`src/rtl/sram_imag_arbiter_if.sv`:
```
// Requester, SRAM and error-flag bundle for the imaginary-part SRAM arbiter.
// slave = arbiter side, master = DMA/compute engines plus the SRAM macro.
interface sram_imag_arbiter_if;
    logic        dma_req;
    logic [3:0]  dma_wstrb;
    logic [15:0] dma_addr;
    logic [31:0] dma_wdata;
    logic        dma_gnt;
    logic        dma_rvalid;
    logic [31:0] dma_rdata;

    logic        cmp_req;
    logic [3:0]  cmp_wstrb_a, cmp_wstrb_b;
    logic [15:0] cmp_addr_a, cmp_addr_b;
    logic [31:0] cmp_wdata_a, cmp_wdata_b;
    logic        cmp_gnt;
    logic        cmp_rvalid;
    logic [31:0] cmp_rdata_a, cmp_rdata_b;

    logic [3:0]  wea0, wea1;
    logic [15:0] addr0, addr1;
    logic [31:0] wdata0, wdata1;
    logic [31:0] rdata0, rdata1;

    logic        err_clr;
    logic        oob_err;

    modport slave (
        input  dma_req, dma_wstrb, dma_addr, dma_wdata,
        output dma_gnt, dma_rvalid, dma_rdata,
        input  cmp_req, cmp_wstrb_a, cmp_wstrb_b, cmp_addr_a, cmp_addr_b,
        input  cmp_wdata_a, cmp_wdata_b,
        output cmp_gnt, cmp_rvalid, cmp_rdata_a, cmp_rdata_b,
        output wea0, wea1, addr0, addr1, wdata0, wdata1,
        input  rdata0, rdata1,
        input  err_clr,
        output oob_err
    );

    modport master (
        output dma_req, dma_wstrb, dma_addr, dma_wdata,
        input  dma_gnt, dma_rvalid, dma_rdata,
        output cmp_req, cmp_wstrb_a, cmp_wstrb_b, cmp_addr_a, cmp_addr_b,
        output cmp_wdata_a, cmp_wdata_b,
        input  cmp_gnt, cmp_rvalid, cmp_rdata_a, cmp_rdata_b,
        input  wea0, wea1, addr0, addr1, wdata0, wdata1,
        output rdata0, rdata1,
        output err_clr,
        input  oob_err
    );
endinterface

```
`src/rtl/sram_imag_arbiter.sv`:
```
// Burst-based DMA/compute arbiter for the dual-port imag SRAM; optional SRAM_ARB_OOB_CHK_EN range check.
// Latency: grant and SRAM drive combinational from state+req, read data 1 cycle after grant.
// Backpressure: req held until gnt; owner keeps the SRAM up to MAX_BURST beats while the other waits.
module sram_imag_arbiter #(
    parameter int DEPTH     = 480,
    parameter int MAX_BURST = 16
) (
    input logic                clk,
    input logic                rst_n,
    sram_imag_arbiter_if.slave bus
);
`ifdef SRAM_ARB_OOB_CHK_EN
    localparam bit OOB_EN = 1'b1;
`else
    localparam bit OOB_EN = 1'b0;
`endif
    localparam int              BW         = $clog2(MAX_BURST + 1);
    localparam logic [BW-1:0]   BURST_MAX  = BW'(MAX_BURST);
    localparam logic [BW-1:0]   BURST_LAST = BW'(MAX_BURST - 1);
    localparam logic [15:0]     ADDR_LIM   = 16'(DEPTH);

    typedef enum logic [1:0] {IDLE, DMA, CMP} state_t;

    state_t        state_q, state_d;
    logic [BW-1:0] bcnt_q, bcnt_d;
    logic          dma_gnt, cmp_gnt;

    logic [3:0]    strb0, strb1;
    logic [15:0]   a0, a1;
    logic [31:0]   wd0, wd1;
    logic          act0, act1, rd0, rd1, oob0, oob1, coll;

    logic          dma_tag_q, dma_tag_d;
    logic [1:0]    cmp_tag_q, cmp_tag_d;
    logic [1:0]    oob_tag_q, oob_tag_d;
    logic [31:0]   dma_rdata_q, dma_rdata_d;
    logic [31:0]   cmp_rdata_a_q, cmp_rdata_a_d;
    logic [31:0]   cmp_rdata_b_q, cmp_rdata_b_d;
    logic [31:0]   fwd0, fwd1;
    logic          oob_err_q, oob_err_d;

    always_comb begin
        state_d = state_q;
        bcnt_d  = bcnt_q;
        dma_gnt = 1'b0;
        cmp_gnt = 1'b0;
        case (state_q)
            IDLE: begin
                if (bus.cmp_req)      state_d = CMP;
                else if (bus.dma_req) state_d = DMA;
            end
            DMA: begin
                dma_gnt = bus.dma_req;
                if (!bus.dma_req) begin
                    state_d = bus.cmp_req ? CMP : IDLE;
                end else begin
                    if (bcnt_q != BURST_MAX) bcnt_d = bcnt_q + BW'(1);
                    if (bcnt_q >= BURST_LAST && bus.cmp_req) state_d = CMP;
                end
            end
            CMP: begin
                cmp_gnt = bus.cmp_req;
                if (!bus.cmp_req) begin
                    state_d = bus.dma_req ? DMA : IDLE;
                end else begin
                    if (bcnt_q != BURST_MAX) bcnt_d = bcnt_q + BW'(1);
                    if (bcnt_q >= BURST_LAST && bus.dma_req) state_d = DMA;
                end
            end
            default: state_d = IDLE;
        endcase
        if (state_d != state_q) bcnt_d = '0;
    end

    always_comb begin
        act0  = 1'b0;
        act1  = 1'b0;
        strb0 = 4'h0;
        strb1 = 4'h0;
        a0    = 16'h0;
        a1    = 16'h0;
        wd0   = 32'h0;
        wd1   = 32'h0;
        if (dma_gnt) begin
            act0  = 1'b1;
            strb0 = bus.dma_wstrb;
            a0    = bus.dma_addr;
            wd0   = bus.dma_wdata;
        end else if (cmp_gnt) begin
            act0  = 1'b1;
            act1  = 1'b1;
            strb0 = bus.cmp_wstrb_a;
            strb1 = bus.cmp_wstrb_b;
            a0    = bus.cmp_addr_a;
            a1    = bus.cmp_addr_b;
            wd0   = bus.cmp_wdata_a;
            wd1   = bus.cmp_wdata_b;
        end
        // Same-word pair write: port 0 keeps its write, port 1 is suppressed.
        coll = act1 && (a0 == a1) && (|strb0) && (|strb1);
        oob0 = OOB_EN && act0 && (a0 >= ADDR_LIM);
        oob1 = OOB_EN && act1 && (a1 >= ADDR_LIM);
        // Read-ness comes from the requested strobes, not the masked enables.
        rd0  = act0 && (strb0 == 4'h0);
        rd1  = act1 && (strb1 == 4'h0);

        bus.wea0   = oob0 ? 4'h0 : strb0;
        bus.addr0  = oob0 ? 16'h0 : a0;
        bus.wdata0 = wd0;
        bus.wea1   = (oob1 || coll) ? 4'h0 : strb1;
        bus.addr1  = oob1 ? 16'h0 : a1;
        bus.wdata1 = wd1;
    end

    always_comb begin
        dma_tag_d     = dma_gnt && rd0;
        cmp_tag_d     = {cmp_gnt && rd1, cmp_gnt && rd0};
        oob_tag_d     = {oob1, oob0};
        fwd0          = oob_tag_q[0] ? 32'h0 : bus.rdata0;
        fwd1          = oob_tag_q[1] ? 32'h0 : bus.rdata1;
        dma_rdata_d   = dma_tag_q    ? fwd0 : dma_rdata_q;
        cmp_rdata_a_d = cmp_tag_q[0] ? fwd0 : cmp_rdata_a_q;
        cmp_rdata_b_d = cmp_tag_q[1] ? fwd1 : cmp_rdata_b_q;
        // A fresh error outranks a clear in the same cycle.
        oob_err_d     = OOB_EN && (oob0 || oob1 || (oob_err_q && !bus.err_clr));
    end

    always_ff @(posedge clk or negedge rst_n) begin
        if (!rst_n) begin
            state_q       <= IDLE;
            bcnt_q        <= '0;
            dma_tag_q     <= 1'b0;
            cmp_tag_q     <= 2'b00;
            oob_tag_q     <= 2'b00;
            dma_rdata_q   <= 32'h0;
            cmp_rdata_a_q <= 32'h0;
            cmp_rdata_b_q <= 32'h0;
            oob_err_q     <= 1'b0;
        end else begin
            state_q       <= state_d;
            bcnt_q        <= bcnt_d;
            dma_tag_q     <= dma_tag_d;
            cmp_tag_q     <= cmp_tag_d;
            oob_tag_q     <= oob_tag_d;
            dma_rdata_q   <= dma_rdata_d;
            cmp_rdata_a_q <= cmp_rdata_a_d;
            cmp_rdata_b_q <= cmp_rdata_b_d;
            oob_err_q     <= oob_err_d;
        end
    end

    assign bus.dma_gnt     = dma_gnt;
    assign bus.cmp_gnt     = cmp_gnt;
    assign bus.dma_rvalid  = dma_tag_q;
    assign bus.cmp_rvalid  = |cmp_tag_q;
    assign bus.dma_rdata   = dma_rdata_d;
    assign bus.cmp_rdata_a = cmp_rdata_a_d;
    assign bus.cmp_rdata_b = cmp_rdata_b_d;
    assign bus.oob_err     = oob_err_q;
endmodule

```
`src/flat_wrapper.sv`:
```
// flat-port wrapper written by rule: the top's interface ports become plain ports
module sram_imag_arbiter_flat 
#(
    parameter int DEPTH     = 480,
    parameter int MAX_BURST = 16
)
  (clk, rst_n, bus_dma_req, bus_dma_wstrb, bus_dma_addr, bus_dma_wdata, bus_dma_gnt, bus_dma_rvalid, bus_dma_rdata, bus_cmp_req, bus_cmp_wstrb_a, bus_cmp_wstrb_b, bus_cmp_addr_a, bus_cmp_addr_b, bus_cmp_wdata_a, bus_cmp_wdata_b, bus_cmp_gnt, bus_cmp_rvalid, bus_cmp_rdata_a, bus_cmp_rdata_b, bus_wea0, bus_wea1, bus_addr0, bus_addr1, bus_wdata0, bus_wdata1, bus_rdata0, bus_rdata1, bus_err_clr, bus_oob_err);
  sram_imag_arbiter_if bus_i ();
  input logic clk;
  input logic rst_n;
  input wire logic [$bits(bus_i.dma_req)-1:0] bus_dma_req;
  input wire logic [$bits(bus_i.dma_wstrb)-1:0] bus_dma_wstrb;
  input wire logic [$bits(bus_i.dma_addr)-1:0] bus_dma_addr;
  input wire logic [$bits(bus_i.dma_wdata)-1:0] bus_dma_wdata;
  output wire logic [$bits(bus_i.dma_gnt)-1:0] bus_dma_gnt;
  output wire logic [$bits(bus_i.dma_rvalid)-1:0] bus_dma_rvalid;
  output wire logic [$bits(bus_i.dma_rdata)-1:0] bus_dma_rdata;
  input wire logic [$bits(bus_i.cmp_req)-1:0] bus_cmp_req;
  input wire logic [$bits(bus_i.cmp_wstrb_a)-1:0] bus_cmp_wstrb_a;
  input wire logic [$bits(bus_i.cmp_wstrb_b)-1:0] bus_cmp_wstrb_b;
  input wire logic [$bits(bus_i.cmp_addr_a)-1:0] bus_cmp_addr_a;
  input wire logic [$bits(bus_i.cmp_addr_b)-1:0] bus_cmp_addr_b;
  input wire logic [$bits(bus_i.cmp_wdata_a)-1:0] bus_cmp_wdata_a;
  input wire logic [$bits(bus_i.cmp_wdata_b)-1:0] bus_cmp_wdata_b;
  output wire logic [$bits(bus_i.cmp_gnt)-1:0] bus_cmp_gnt;
  output wire logic [$bits(bus_i.cmp_rvalid)-1:0] bus_cmp_rvalid;
  output wire logic [$bits(bus_i.cmp_rdata_a)-1:0] bus_cmp_rdata_a;
  output wire logic [$bits(bus_i.cmp_rdata_b)-1:0] bus_cmp_rdata_b;
  output wire logic [$bits(bus_i.wea0)-1:0] bus_wea0;
  output wire logic [$bits(bus_i.wea1)-1:0] bus_wea1;
  output wire logic [$bits(bus_i.addr0)-1:0] bus_addr0;
  output wire logic [$bits(bus_i.addr1)-1:0] bus_addr1;
  output wire logic [$bits(bus_i.wdata0)-1:0] bus_wdata0;
  output wire logic [$bits(bus_i.wdata1)-1:0] bus_wdata1;
  input wire logic [$bits(bus_i.rdata0)-1:0] bus_rdata0;
  input wire logic [$bits(bus_i.rdata1)-1:0] bus_rdata1;
  input wire logic [$bits(bus_i.err_clr)-1:0] bus_err_clr;
  output wire logic [$bits(bus_i.oob_err)-1:0] bus_oob_err;
  assign bus_i.dma_req = bus_dma_req;
  assign bus_i.dma_wstrb = bus_dma_wstrb;
  assign bus_i.dma_addr = bus_dma_addr;
  assign bus_i.dma_wdata = bus_dma_wdata;
  assign bus_dma_gnt = bus_i.dma_gnt;
  assign bus_dma_rvalid = bus_i.dma_rvalid;
  assign bus_dma_rdata = bus_i.dma_rdata;
  assign bus_i.cmp_req = bus_cmp_req;
  assign bus_i.cmp_wstrb_a = bus_cmp_wstrb_a;
  assign bus_i.cmp_wstrb_b = bus_cmp_wstrb_b;
  assign bus_i.cmp_addr_a = bus_cmp_addr_a;
  assign bus_i.cmp_addr_b = bus_cmp_addr_b;
  assign bus_i.cmp_wdata_a = bus_cmp_wdata_a;
  assign bus_i.cmp_wdata_b = bus_cmp_wdata_b;
  assign bus_cmp_gnt = bus_i.cmp_gnt;
  assign bus_cmp_rvalid = bus_i.cmp_rvalid;
  assign bus_cmp_rdata_a = bus_i.cmp_rdata_a;
  assign bus_cmp_rdata_b = bus_i.cmp_rdata_b;
  assign bus_wea0 = bus_i.wea0;
  assign bus_wea1 = bus_i.wea1;
  assign bus_addr0 = bus_i.addr0;
  assign bus_addr1 = bus_i.addr1;
  assign bus_wdata0 = bus_i.wdata0;
  assign bus_wdata1 = bus_i.wdata1;
  assign bus_i.rdata0 = bus_rdata0;
  assign bus_i.rdata1 = bus_rdata1;
  assign bus_i.err_clr = bus_err_clr;
  assign bus_oob_err = bus_i.oob_err;
  sram_imag_arbiter #(.DEPTH(DEPTH), .MAX_BURST(MAX_BURST)) u_core (.clk(clk), .rst_n(rst_n), .bus(bus_i));
endmodule
```
`config.mk`:
```
export PLATFORM = sky130hd
export DESIGN_NAME = sram_imag_arbiter_flat
export DESIGN_NICKNAME = d
export VERILOG_FILES = /design/src/rtl/sram_imag_arbiter_if.sv /design/src/rtl/sram_imag_arbiter.sv /design/src/flat_wrapper.sv
export SDC_FILE = /design/constraint.sdc
export NUM_CORES = 1
export LEC_CHECK = 0
export BUFFER_PORTS_ARGS = -buffer_cell sky130_fd_sc_hd__buf_4
export CAP_MARGIN = 20
export CORE_AREA = 2 2 167 169
export CTS_BUF_LIST = sky130_fd_sc_hd__clkbuf_4 sky130_fd_sc_hd__clkbuf_8
export CTS_CLUSTER_DIAMETER = 80
export CTS_CLUSTER_SIZE = 10
export DETAILED_ROUTE_END_ITERATION = 6
export DIE_AREA = 0 0 169 171
export PLACE_DENSITY = 0.49
export SLEW_MARGIN = 40
export SYNTH_ARGS = -nofsm -noshare
export SYNTH_HDL_FRONTEND = slang
export SYNTH_SLANG_ARGS = --single-unit
```
`constraint.sdc`:
```
create_clock -name clk -period 2.3 [get_ports clk]
set_input_delay 0.115 -clock clk [delete_from_list [all_inputs] [get_ports clk]]
set_output_delay 0.115 -clock clk [all_outputs]
set_load 0.01 [all_outputs]
```
Yosys cells after proc, flatten, opt, wreduce, memory -nomap -nowiden
Cells that the tools add are included.
- bits of input ports: 225
- flip-flop bits (word level): 106
- logic and storage cells: 69
- muxes and demuxes: 35
- add/sub/neg operators: 1
- order comparisons: 1
- eq/ne operators: 7
- reductions and logical operators: 18
- operators with widths (operator ; count):
    two-way mux 32 bit ; 7
    two-way mux 16 bit ; 4
    two-way mux 4 bit ; 5
    two-way mux 5 bit ; 4
    == test 16 bit ; 1
    two-way mux 2 bit ; 7
    logical AND 1 bit ; 10
    case mux 5 bit (2 select lines) ; 1
    logical NOT 4 bit ; 2
    OR reduction 4 bit ; 2
    two-way mux 1 bit ; 6
    != test 3 x 2 -> 1 bit, second input constant ; 2
    case mux 2 bit (3 select lines) ; 1
    adder 5 x 1 -> 5 bit, second input constant ; 1
    greater-or-equal comparator 5 x 4 -> 1 bit, second input constant ; 1
    != test 5 bit, second input constant ; 1
    AND reduction 3 bit ; 1
    nonzero test 3 bit ; 1
    == test 2 x 1 -> 1 bit, second input constant ; 1
    == test 2 bit, second input constant ; 1
    logical NOT 2 bit ; 1
    != test 2 bit ; 1
    OR reduction 2 bit ; 1

Depth between registers and ports, before layout
Gate-level depths: netlist (run 1).
- word-level depth: 9
- depth in mapped cells: 10
- mapped depth without buffers: 9

Worst setup path before layout (run 1)
Ideal clock, no wire load.
- path kind: register -> output
- from: register u_core.state_q[0]
- to: output bus_wea1[0]
- required time: 2.185 ns
- cell stages (with the launch flop): 9
- data arrival time: 1.923 ns
- path slack: 0.262 ns
- path through: dfrtp_1 > and3b_1 > buf_6 > buf_6 > a22o_1 > a221oi_2 > nand4_1 > a2111oi_4 > nor2_1
- cells in the longest elaborated chain, start to end: 9
- elaborated cells on any way between the ends: 21
- classes of those cells: eq/ne: 3; mux: 13; reduce/logical: 5
- ends and longest elaborated chain (item ; line ; source):
    from (decl) ; sram_imag_arbiter.sv:24 ; state_t state_q, state_d;
    from (signal assigned) ; sram_imag_arbiter.sv:140 ; state_q <= state_d;
    == test 2 bit ; sram_imag_arbiter.sv:47 ; case (state_q)
    two-way mux 1 bit ; sram_imag_arbiter.sv:47 ;
    two-way mux 16 bit ; sram_imag_arbiter.sv:89 ; end else if (cmp_gnt) begin
    two-way mux 16 bit * ; sram_imag_arbiter.sv:84 ; if (dma_gnt) begin
    via bus_addr0[12] ; flat_wrapper.sv:31 ; output wire logic [$bits(bus_i.addr0)-1:0] bus_addr0;
    == test 16 bit * ; sram_imag_arbiter.sv:100 ; coll = act1 && (a0 == a1) && (|strb0) && (|strb1);
    logical AND 1 bit * (3 in series) ; sram_imag_arbiter.sv:100 ;
    two-way mux 4 bit * ; sram_imag_arbiter.sv:110 ; bus.wea1 = (oob1 || coll) ? 4'h0 : strb1;
    to (decl) ; flat_wrapper.sv:30 ; output wire logic [$bits(bus_i.wea1)-1:0] bus_wea1;
Mark *: on every way through the listed nets, which the timed path passes. The rest lies on a longest branch.

Worst setup path in the final report (run 1)
- from: register u_core.state_q[1]
- to: output bus_wea1[1]
- cells in the longest elaborated chain, start to end: 9
- elaborated cells on any way between the ends: 21
- classes of those cells: eq/ne: 3; mux: 13; reduce/logical: 5
- ends and longest elaborated chain (item ; line):
    == test 2 bit ; sram_imag_arbiter.sv:47
    two-way mux 1 bit ; sram_imag_arbiter.sv:47
    two-way mux 16 bit ; sram_imag_arbiter.sv:89
    two-way mux 16 bit ; sram_imag_arbiter.sv:84
    == test 16 bit ; sram_imag_arbiter.sv:100
    logical AND 1 bit (3 in series) ; sram_imag_arbiter.sv:100
    two-way mux 4 bit * ; sram_imag_arbiter.sv:110
Every way passes the cells marked *; elsewhere a longest branch is shown, timed or not.

==> results of run 1 <==
==> timing repair <==
| item | 4_1_cts | 5_1_grt |
|---|---|---|
| setup endpoints to repair | 55 | 5 |
| endpoints found under the hold margin | 118 | 0 |
| hold buffers | 65 | 0 |
| gates cloned | 0 | 1 |
| gates resized for setup | 14 | 11 |
| setup buffers | 1 | 2 |
| pin swaps | 9 | 0 |
==> worst min-delay path: stages <==
cell	delay, ns
buf_4	0.08
or4_1	0.11
nor2_1	0.06
==> registers in the layout, summed over array words and instances, names as in the netlist <==
register,count
u_core.cmp_rdata_a_q,32
u_core.dma_rdata_q,32
u_core.bcnt_q,5
u_core.cmp_tag_q,2
u_core.cmp_rdata_b_q,32
u_core.state_q,2
u_core.bus.dma_rvalid,1
==> through the flow <==
step	std cells	hold WS, ns	worst slack [ns]	total power, mW
2_1_floorplan	456	-0.181	0.262	2.95
3_3_place_gp	1223	0.0369	-0.0679	4.05
3_5_place_dp	1223	0.0383	-0.133	4.07
4_1_cts	1305	0.00342	-0.462	5.34
5_1_grt	1308	0.0327	-0.592	5.58
6_report	1308	0.0328	-0.422	5.26
==> per-layer routing <==
metal,vias to the layer above,track usage,wire length [microns]
met2,260,0.260,11900
met3,29,0.0433,1880
li1,2631,-,-
met5,-,0,0
met1,2701,0.185,9590
met4,0,0.0539,481
==> cells by family after synthesis <==
| kind of cell | synth area share |
|---|---|
| compound gates | 0.112 |
| simple gates | 0.137 |
| flops | 0.492 |
| buf+inv | 0.0374 |
| mux | 0.206 |
| fa+ha+maj | 0.00697 |
| other cells | 0.000696 |
| xor+xnor | 0.00813 |
==> area by class of cell <==
cell class	instances	share of cell area
sequential	106	0.261
clock buffer	10	0.0129
multi-input combinational	304	0.261
tap	346	0.0426
timing repair buffer	525	0.413
clock inverter	6	0.00493
inverter	11	0.00407
==> cell usage in the layout (no fill, tap or decap), types with 3 or more instances in the layout <==
cell and instances:
a21oi_1 7, a22o_1 42, a22o_4 4, and2_1 45, and3_1 3, buf_12 3
buf_4 452, buf_6 3, clkbuf_8 9, clkinvlp_4 4, dfrtp_1 105, dlygate4sd3_1 65
ha_1 3, inv_1 10, mux2_2 96, mux2i_1 3, nand2_1 14, nand2b_1 5
nand3b_1 4, nand4_1 4, nand4b_1 9, nor2_1 21, nor3_1 4
==> report_power, final <==
part / total [mW] / internal [mW] / switching [mW]
combinational: 1.97 / 1.12 / 0.848
clock: 1.10 / 0.417 / 0.687
sequential: 2.18 / 2.12 / 0.0625
total: 5.26 / 3.66 / 1.60
==> how the worst min path moves through the flow <==
stage	slack, ns	cells after the start	startpoint	to
floorplan	-0.18	0	rst_n	u_core.bcnt_q[0]
global placement	0.04	1	rst_n	u_core.cmp_rdata_b_q[12]
detailed placement	0.04	1	rst_n	u_core.cmp_rdata_b_q[12]
CTS	0.003	3	bus_cmp_wstrb_b[3]	u_core.cmp_tag_q[1]
global route	0.03	3	bus_cmp_wstrb_b[3]	u_core.cmp_tag_q[1]
finish	0.03	3	bus_cmp_wstrb_b[3]	u_core.cmp_tag_q[1]
==> run_results.csv, run 1 <==
group,metric,value,unit
routing,wl_per_cell,18.2,microns
grt,grt_use_total,0.153,
setup_path,worstReg2RegEnd,"u_core.bcnt_q[4]",
finish,fin_nets,1185,
clocking,cts.path.max_buffers,2,
setup_path,crit_slowest_cell,"dfrtp_2",
routing,viasPerCell,4.30,
power,peakVddDrop,193,uV
yosys,avgSynthCellArea,11.8,sq um
clocking,cts.sinks,106,
yosys,netlist_top_cells_area,"dfrtp_1 (49%), mux2_2 (20%), a22o_1 (7.5%)",
setup_path,path_max_fanout,15,
routing,route.detailed.drc,0,
grt,grt_overflow,0,
yosys,synth_top_cell_area_share,0.492,
floorplanning,dieArea,0.0289,sq mm
floorplanning,ios,430,
setup_path,end_kind,"output pin",
yosys,yosysTopAreaCell,"dfrtp_1",
setup_path,start_kind,"flip-flop",
setup_path,crit_family,"compound AO/OA/AOI/OAI gates",
routing,routed_wl,23800,microns
finish,n_antenna_cell,0,
grt,grt_max_degree,85,
clocking,cts_tree,"built",
setup_path,cpMostUsedCell,"buf_4",
yosys,yosysSeqAreaShare,0.492,
yosys,yosysWarnings,0,
floorplanning,start_util,0.197,
place,port_buffers,427,
timing,slew_violations,0,
setup_path,reg2reg_from,"u_core.bcnt_q[0]",
place,dp_hpwl,18700,microns
yosys,synth_edf_count,0,
power,p_leak,5.24,nW
floorplanning,die_h,171,microns
status,status,"finished, violations left",
timing,rsz0062_at_grt,"true",
yosys,syn-num-nets,684,
finish,syn2layout_area_growth,88.5,%
power,powerDensity,517,mW/mm^2
setup_path,crit_end,"bus_wea1[1]",
floorplanning,core-area,0.0273,sq mm
yosys,async_flop_share,1.00,
run,maxCapViolCount,0,
routing,dr.pass1.iters,4,
timing,tightest_slew,0.710,ns
floorplanning,rows,61,
routing,first_iter_violations,256,
floorplanning,die_w,169,microns
setup_path,path_class,"reg2out",
hold_path,min_path_type,"in2reg",
clocking,cts_root_buffer,"clkbuf_8",
timing,finClkSkew,0.0104,ns
routing,antenna_left,0,
grt,grt_pass1_vias,5794,
finish,design_area,0.0102,sq mm
yosys,synth_ff_type,"dfrtp_1",
setup_path,required,2.18,ns
setup_path,max_stage_delay,0.46,ns
finish,utilization,0.372,
yosys,yosysUniqueCellTypes,48,
setup_path,cp.arrival,2.61,ns
yosys,ys_ff_latch,106,
place,placed_area,0.00911,sq mm
timing,max_freq,0.367,GHz
clocking,clock_latency,0.38,ns
setup_path,cp_cell_sequence,"nand3b_1 -> inv_2 -> buf_12 -> a22o_4 -> a211oi_4 -> o311ai_4 -> a2111oi_4 -> buf_4 -> nor2_1 -> buf_4",
timing,relSlewSlack,0.522,
timing,fin_setup_tns,-1.63,ns
finish,regArea,0.00265,sq mm
timing,finalHoldViolCount,0,
routing,vias,5621,
yosys,synth_area,0.00539,sq mm
grt,antenna_found_initial,0,
timing,finalCritPeriodShare,1.18,
setup_path,crit_buf_inv,4,
place,gp_congestion,0.868,
yosys,yosysMostFrequentCell,"dfrtp_1",
yosys,synthCells,456,
status,violations,"setup timing",
clocking,h-tree-depth,3,
setup_path,cp.depth,10,
grt,grt_pass1_wl,33700,microns
finish,drive_above_1_share,0.615,
yosys,synth_common_cells,"dfrtp_1 (106), mux2_2 (96), a22o_1 (46)",
setup_path,critical_path.startpoint,"u_core.state_q[1]",
setup_path,regToRegSetupSlack,0.35,ns
clocking,cts.reportedPaths.clkPinSlew,0.11,ns
setup_path,reg2reg_depth,9,
clocking,cts_made_buffers,9,
finish,multiInputGateArea,0.00266,sq mm
timing,setup_slack,-0.422,ns
timing,setup_viol,4,
finish,fillers,2825,
timing,final.min_clock_period,2.72,ns
Power figures use the tool's default switching activity.
==> run 2, diff against run 1 <==
--- a/config.mk
+++ b/config.mk
@@ -14,6 +14,7 @@
 export DETAILED_ROUTE_END_ITERATION = 6
 export DIE_AREA = 0 0 169 171
 export PLACE_DENSITY = 0.49
+export RECOVER_POWER = 25
 export SLEW_MARGIN = 40
 export SYNTH_ARGS = -nofsm -noshare
 export SYNTH_HDL_FRONTEND = slang
==> constraint.sdc (replaced) <==
create_clock -name clk -period 2.3 [get_ports clk]
set_input_delay 0.115 -clock clk [delete_from_list [all_inputs] [get_ports clk]]
set_output_delay 0.115 -clock clk [all_outputs]
set_load 0.005 [all_outputs]
==> run 2 against run 1 <==
Net effect:
- the run still ends with setup timing left
- combinational power fell by 5%
- clock power barely moved
- register-to-register slack improved by 0.05 ns
- critical endpoint is now bus_wea1[3]
- largest cell class unchanged
==> run_results.csv, run 2 (synthesized netlist as in run 1, its figures left out) <==
group,metric,value,unit
status,status,"finished, violations left",
status,violations,"setup timing",
grt,grt_max_degree,85,
routing,antenna_left,0,
finish,fin_nets,1199,
timing,setup_slack,-0.405,ns
setup_path,reg2reg_depth,9,
setup_path,critical_path.startpoint,"u_core.state_q[0]",
power,peakVddDrop,251,uV
power,power,5.19,mW
clocking,cts_tree,"built",
floorplanning,dieArea,0.0289,sq mm
grt,grt_use_total,0.157,
routing,wl_per_cell,18.7,microns
clocking,cts_made_buffers,9,
power,p_switching,1.50,mW
timing,setup_viol,4,
finish,design_area,0.0104,sq mm
timing,tightest_slew,1.34,ns
timing,finClkSkew,0.0113,ns
routing,first_iter_violations,268,
clocking,h-tree-depth,3,
routing,vias,5697,
hold_path,min-delay-start,"bus_cmp_req",
finish,reg_top3,"u_core.cmp_rdata_a_q: 32 flops, u_core.cmp_rdata_b_q: 32 flops, u_core.dma_rdata_q: 32 flops",
hold_path,whs_path_depth,3,
timing,final.min_clock_period,2.71,ns
timing,relSlewSlack,0.107,
clocking,cts.path.max_buffers,2,
finish,drive_above_1_share,0.625,
place,gp_congestion,0.872,
setup_path,crit_slowest_cell,"dfrtp_1",
setup_path,end_kind,"output pin",
setup_path,reg2reg_from,"u_core.bcnt_q[0]",
floorplanning,die_h,171,microns
setup_path,required,2.18,ns
routing,dr.pass1.iters,4,
timing,max_freq,0.370,GHz
routing,routed_wl,24700,microns
floorplanning,ios,430,
setup_path,cpMostUsedCell,"buf_4",
timing,rsz0062_at_grt,"true",
power,p_leak,5.32,nW
grt,antenna_found_initial,1,
grt,grt_overflow,0,
finish,n_antenna_cell,0,
floorplanning,rows,61,
hold_path,min_path_type,"in2reg",
power,p_comb_frac,0.363,
hold_path,hold_end,"u_core.state_q[0]",
grt,grt_pass1_vias,6001,
finish,layout_common_cells,"buf_4 (456), dfrtp_1 (105), mux2_2 (96)",
setup_path,worstReg2RegEnd,"u_core.bcnt_q[4]",
place,placed_area,0.00911,sq mm
finish,syn2layout_area_growth,92.4,%
setup_path,regToRegSetupSlack,0.40,ns
grt,grt_pass1_wl,34700,microns
setup_path,path_class,"reg2out",
routing,route.detailed.drc,0,
finish,mostFrequentLayoutCell,"buf_4",
floorplanning,start_util,0.197,
power,powerDensity,500,mW/mm^2
place,port_buffers,427,
routing,viasPerCell,4.31,
timing,slew_violations,0,
timing,finalHoldViolCount,0,
clocking,cts.sinks,106,
run,maxCapViolCount,0,
setup_path,cp.arrival,2.59,ns
timing,finalCritPeriodShare,1.18,
setup_path,path_max_fanout,6,
clocking,cts.reportedPaths.clkPinSlew,0.12,ns
floorplanning,die_w,169,microns
setup_path,cp_cell_sequence,"buf_4 -> buf_4 -> nand4b_1 -> and3_4 -> a2111oi_4 -> nand4_1 -> a2111oi_4 -> buf_6 -> nor2_2 -> buf_4",
setup_path,max_stage_delay,0.42,ns
timing,hold-worst-slack,0.0677,ns
clocking,clock_latency,0.39,ns
power,p_clk_frac,0.217,
place,dp_hpwl,18700,microns
power,power_frac_seq,0.421,
power,p_int,3.69,mW
setup_path,start_kind,"flip-flop",
clocking,cts_root_buffer,"clkbuf_8",
power,swShare,0.289,
floorplanning,core-area,0.0273,sq mm
## run 2: cell type report
cell class | count | area (sq um)
multi-input cells | 304 | 2690
flip-flops and latches | 106 | 2650
repair buffers | 539 | 4370
clock inverters | 6 | 48.8
well taps | 346 | 433
clock buffers | 10 | 131
inverters | 11 | 43.8
fillers | 2771 | 17000
## run 2: stage by stage
| step | worst slack, ns | cells | TNS [ns] | util |
|---|---|---|---|---|
| 2_1_floorplan | 0.322 | 456 | 0 | - |
| 4_1_cts | -0.442 | 1319 | -1.75 | 0.376 |
| 3_5_place_dp | -0.111 | 1223 | -0.412 | 0.333 |
| 6_report | -0.405 | 1322 | -1.60 | 0.379 |
| 3_3_place_gp | -0.0683 | 1223 | -0.267 | 0.333 |
| 5_1_grt | -0.539 | 1322 | -5.23 | 0.379 |
## run 2: worst max path at each step
stage	to	slack [ns]	cells past startpoint
after detailed placement	bus_wea1[0]	-0.11	9
after floorplan	bus_wea1[0]	0.32	8
after CTS	bus_wea1[1]	-0.44	11
after global placement	bus_wea1[3]	-0.07	9
final	bus_wea1[3]	-0.41	10
after global routing	bus_wea1[2]	-0.54	10
## run 2: worst max-delay path, delay by kind of cell (launching register included)
family | cells | cell delay (ns)
flops | 1 | 0.42
simple gates | 4 | 0.66
compound gates | 2 | 0.55
buf+inv | 4 | 0.58
## run 2: per-layer routing
metal / track usage / up-vias / share of wire
met5: 0 / - / 0.00077
li1: - / 2666 / -
met3: 0.0497 / 23 / 0.074
met1: 0.184 / 2754 / 0.40
met4: 0.0383 / 4 / 0.014
met2: 0.281 / 250 / 0.51
## run 2: what timing repair did
action | 4_1_cts | 5_1_grt
gates cloned | 2 | 2
hold buffers | 67 | 0
pin swaps | 14 | 3
hold endpoints to repair | 119 | 0
endpoints found under the setup margin | 52 | 5
resized for setup | 35 | 9
buffers inserted | 11 | 1
## run 2: power groups by stage
| stage | logic [mW] | registers (mW) | clock network, mW |
|---|---|---|---|
| after global placement | 1.68 | 2.21 | 0 |
| final | 1.88 | 2.18 | 1.12 |
| after global routing | 2.02 | 2.21 | 1.27 |
| after CTS | 1.88 | 2.18 | 1.20 |
| after detailed placement | 1.69 | 2.22 | 0 |
| after floorplan | 0.595 | 2.20 | 0 |
==> run 3, diff against run 2 <==
--- a/config.mk
+++ b/config.mk
@@ -15,6 +15,7 @@
 export DIE_AREA = 0 0 169 171
 export PLACE_DENSITY = 0.49
 export RECOVER_POWER = 25
+export SETUP_SLACK_MARGIN = 0.3
 export SLEW_MARGIN = 40
 export SYNTH_ARGS = -nofsm -noshare
 export SYNTH_HDL_FRONTEND = slang
==> constraint.sdc (replaced) <==
create_clock -name clk -period 3.46 [get_ports clk]
set_input_delay 0.346 -clock clk [delete_from_list [all_inputs] [get_ports clk]]
set_output_delay 0.346 -clock clk [all_outputs]
set_load 0.005 [all_outputs]
==> run 3 against run 2 <==
Net effect:
- critical endpoint unchanged
- the flow finishes with violations (capacitance limit, slew limit)
- critical path depth unchanged
- cell area shrank 8.8%
- non-clock buffer count is 88 lower
- clock skew rose by 0.0059 ns
- hold slack improved by 0.15 ns
- critical path type unchanged
- flip-flop and latch count did not move
- highest routed layer unchanged
- first-iteration DRC count is the same
==> run_results.csv, run 3 (synthesized netlist as in run 1, its figures left out) <==
group,metric,value,unit
setup_path,path_max_fanout,27,
power,power_frac_seq,0.428,
place,dp.cells,1204,
timing,rsz0062_at_grt,"false",
finish,mostFrequentLayoutCell,"buf_4",
floorplanning,rows,61,
routing,wl_per_cell,19.1,microns
finish,layout_common_cells,"buf_4 (444), dfrtp_1 (105), mux2_2 (96)",
power,p_comb_frac,0.337,
clocking,cts.path.max_buffers,2,
place,dp_hpwl,18100,microns
floorplanning,dieArea,0.0289,sq mm
routing,routed_wl,23600,microns
power,swShare,0.282,
finish,syn2layout_area_growth,75.4,%
hold_path,hold_end,"u_core.cmp_rdata_b_q[17]",
timing,finClkSkew,0.0172,ns
grt,grt_max_degree,108,
finish,reg_top3,"u_core.cmp_rdata_a_q: 32 flops, u_core.cmp_rdata_b_q: 32 flops, u_core.dma_rdata_q: 32 flops",
routing,route.detailed.drc,0,
finish,drive_above_1_share,0.655,
setup_path,start_kind,"flip-flop",
finish,fin_nets,1112,
hold_path,min_path_type,"in2reg",
timing,fin_setup_tns,0,ns
timing,final.min_clock_period,2.98,ns
routing,antenna_left,0,
timing,finalCritPeriodShare,0.861,
grt,grt_overflow,0,
routing,first_iter_violations,268,
floorplanning,die_h,171,microns
power,p_leak,4.92,nW
routing,dr.pass1.iters,4,
finish,n_antenna_cell,0,
setup_path,worstReg2RegEnd,"u_core.bcnt_q[2]",
clocking,cts.sinks,106,
floorplanning,die_w,169,microns
timing,slew_violations,53,
grt,grt_use_total,0.145,
clocking,cts_root_buffer,"clkbuf_8",
timing,finalHoldViolCount,0,
status,violations,"capacitance limit, slew limit",
routing,viasPerCell,4.29,
setup_path,required,3.11,ns
setup_path,path_class,"reg2out",
power,p_switching,953,uW
grt,grt_pass1_vias,5273,
clocking,cts_made_buffers,9,
grt,grt_pass1_wl,31900,microns
floorplanning,ios,430,
timing,hold-worst-slack,0.217,ns
finish,utilization,0.346,
finish,fillers,2828,
hold_path,whs_path_depth,2,
power,p_int,2.43,mW
floorplanning,start_util,0.197,
finish,final_cells,1235,
routing,vias,5298,
clocking,h-tree-depth,3,
timing,max_freq,0.336,GHz
status,status,"finished, violations left",
run,maxCapViolCount,1,
clocking,hold_buffers,0,
power,p_clk_frac,0.235,
clocking,clock_latency,0.37,ns
clocking,cts_tree,"built",
power,peakVddDrop,167,uV
timing,setup_viol,0,
timing,tightest_slew,2.97,ns
timing,relSlewSlack,-0.981,
setup_path,cp.arrival,2.63,ns
grt,antenna_found_initial,0,
setup_path,reg2reg_from,"u_core.state_q[0]",
setup_path,regToRegSetupSlack,1.45,ns
setup_path,end_kind,"output pin",
clocking,cts.reportedPaths.clkPinSlew,0.12,ns
hold_path,min-delay-start,"bus_rdata1[17]",
place,port_buffers,427,
place,gp_congestion,0.862,
power,powerDensity,358,mW/mm^2
setup_path,reg2reg_depth,9,
floorplanning,core-area,0.0273,sq mm
[run 3: cell count changes in the layout (fill, tap and decap cells not counted), moves of 2 or more]
cell           delta
nor3_1            -2
a21oi_2           -2
buf_16            -2
nor2_1            +3
nor3_2            +2
nor2_2            -2
a21oi_1           +2
buf_4            -12
buf_8             -2
dlygate4sd3_1    -67
buf_6             -5
[run 3: worst max-delay path, stage by stage (launching register included)]
cell and delay [ns]:
dfrtp_2 0.45, nand3b_1 0.17, inv_4 0.07, buf_16 0.17, a22o_4 0.27, a221oi_2 0.25
nand4_1 0.16, a2111oi_4 0.33, buf_4 0.19, nor2_1 0.06, buf_4 0.13
[run 3: power groups by stage]
stage / Clock (mW) / Combinational [mW] / Sequential [mW]
finish: 0.796 / 1.14 / 1.45
floorplan: 0 / 0.395 / 1.46
global route: 0.888 / 1.23 / 1.47
global placement: 0 / 1.10 / 1.47
CTS: 0.847 / 1.12 / 1.45
detailed placement: 0 / 1.10 / 1.48
[run 3: stage by stage]
step                      instance area, sq um  setup WS, ns  power [mW]
after floorplan                           5390          1.22        1.86
after global placement                    8970         0.527        2.57
after detailed placement                  8970         0.501        2.58
after CTS                                 9220         0.305        3.41
after global routing                      9450         0.200        3.59
final                                     9450         0.480        3.38
[run 3: worst max-delay path by stage]
stage / slack, ns / endpoint / startpoint
floorplan: 1.22 / bus_wea1[0] / bus_cmp_req
global placement: 0.53 / bus_wea1[0] / bus_dma_req
detailed placement: 0.50 / bus_wea1[3] / bus_dma_req
CTS: 0.30 / bus_wea1[3] / u_core.state_q[0]
global route: 0.20 / u_core.cmp_rdata_b_q[22] / rst_n
finish: 0.48 / bus_wea1[3] / u_core.state_q[1]
[run 3: per-layer routing]
layer	vias to the layer above	track usage	wire, microns
met5	-	0	5
met1	2546	0.176	9480
met4	2	0.0461	459
met2	237	0.244	11700
met3	22	0.0456	1910
li1	2491	-	-
[run 3: area by class of cell]
class,instances,area [sq um],share of cell area
Clock buffer,9,124,0.0131
Sequential cell,106,2650,0.281
Clock inverter,7,75.1,0.00794
Inverter,11,43.8,0.00463
Tap cell,346,433,0.0458
Timing Repair Buffer,451,3470,0.367
Multi-Input combinational cell,305,2650,0.281
[run 3: timing repair]
action | CTS | global route
resized for setup | 7 | 18
setup buffers | 2 | 10
cloned | 0 | 3
endpoints found under the hold margin | 0 | 0
pin swaps | 1 | 12
setup endpoints to repair | 4 | 4
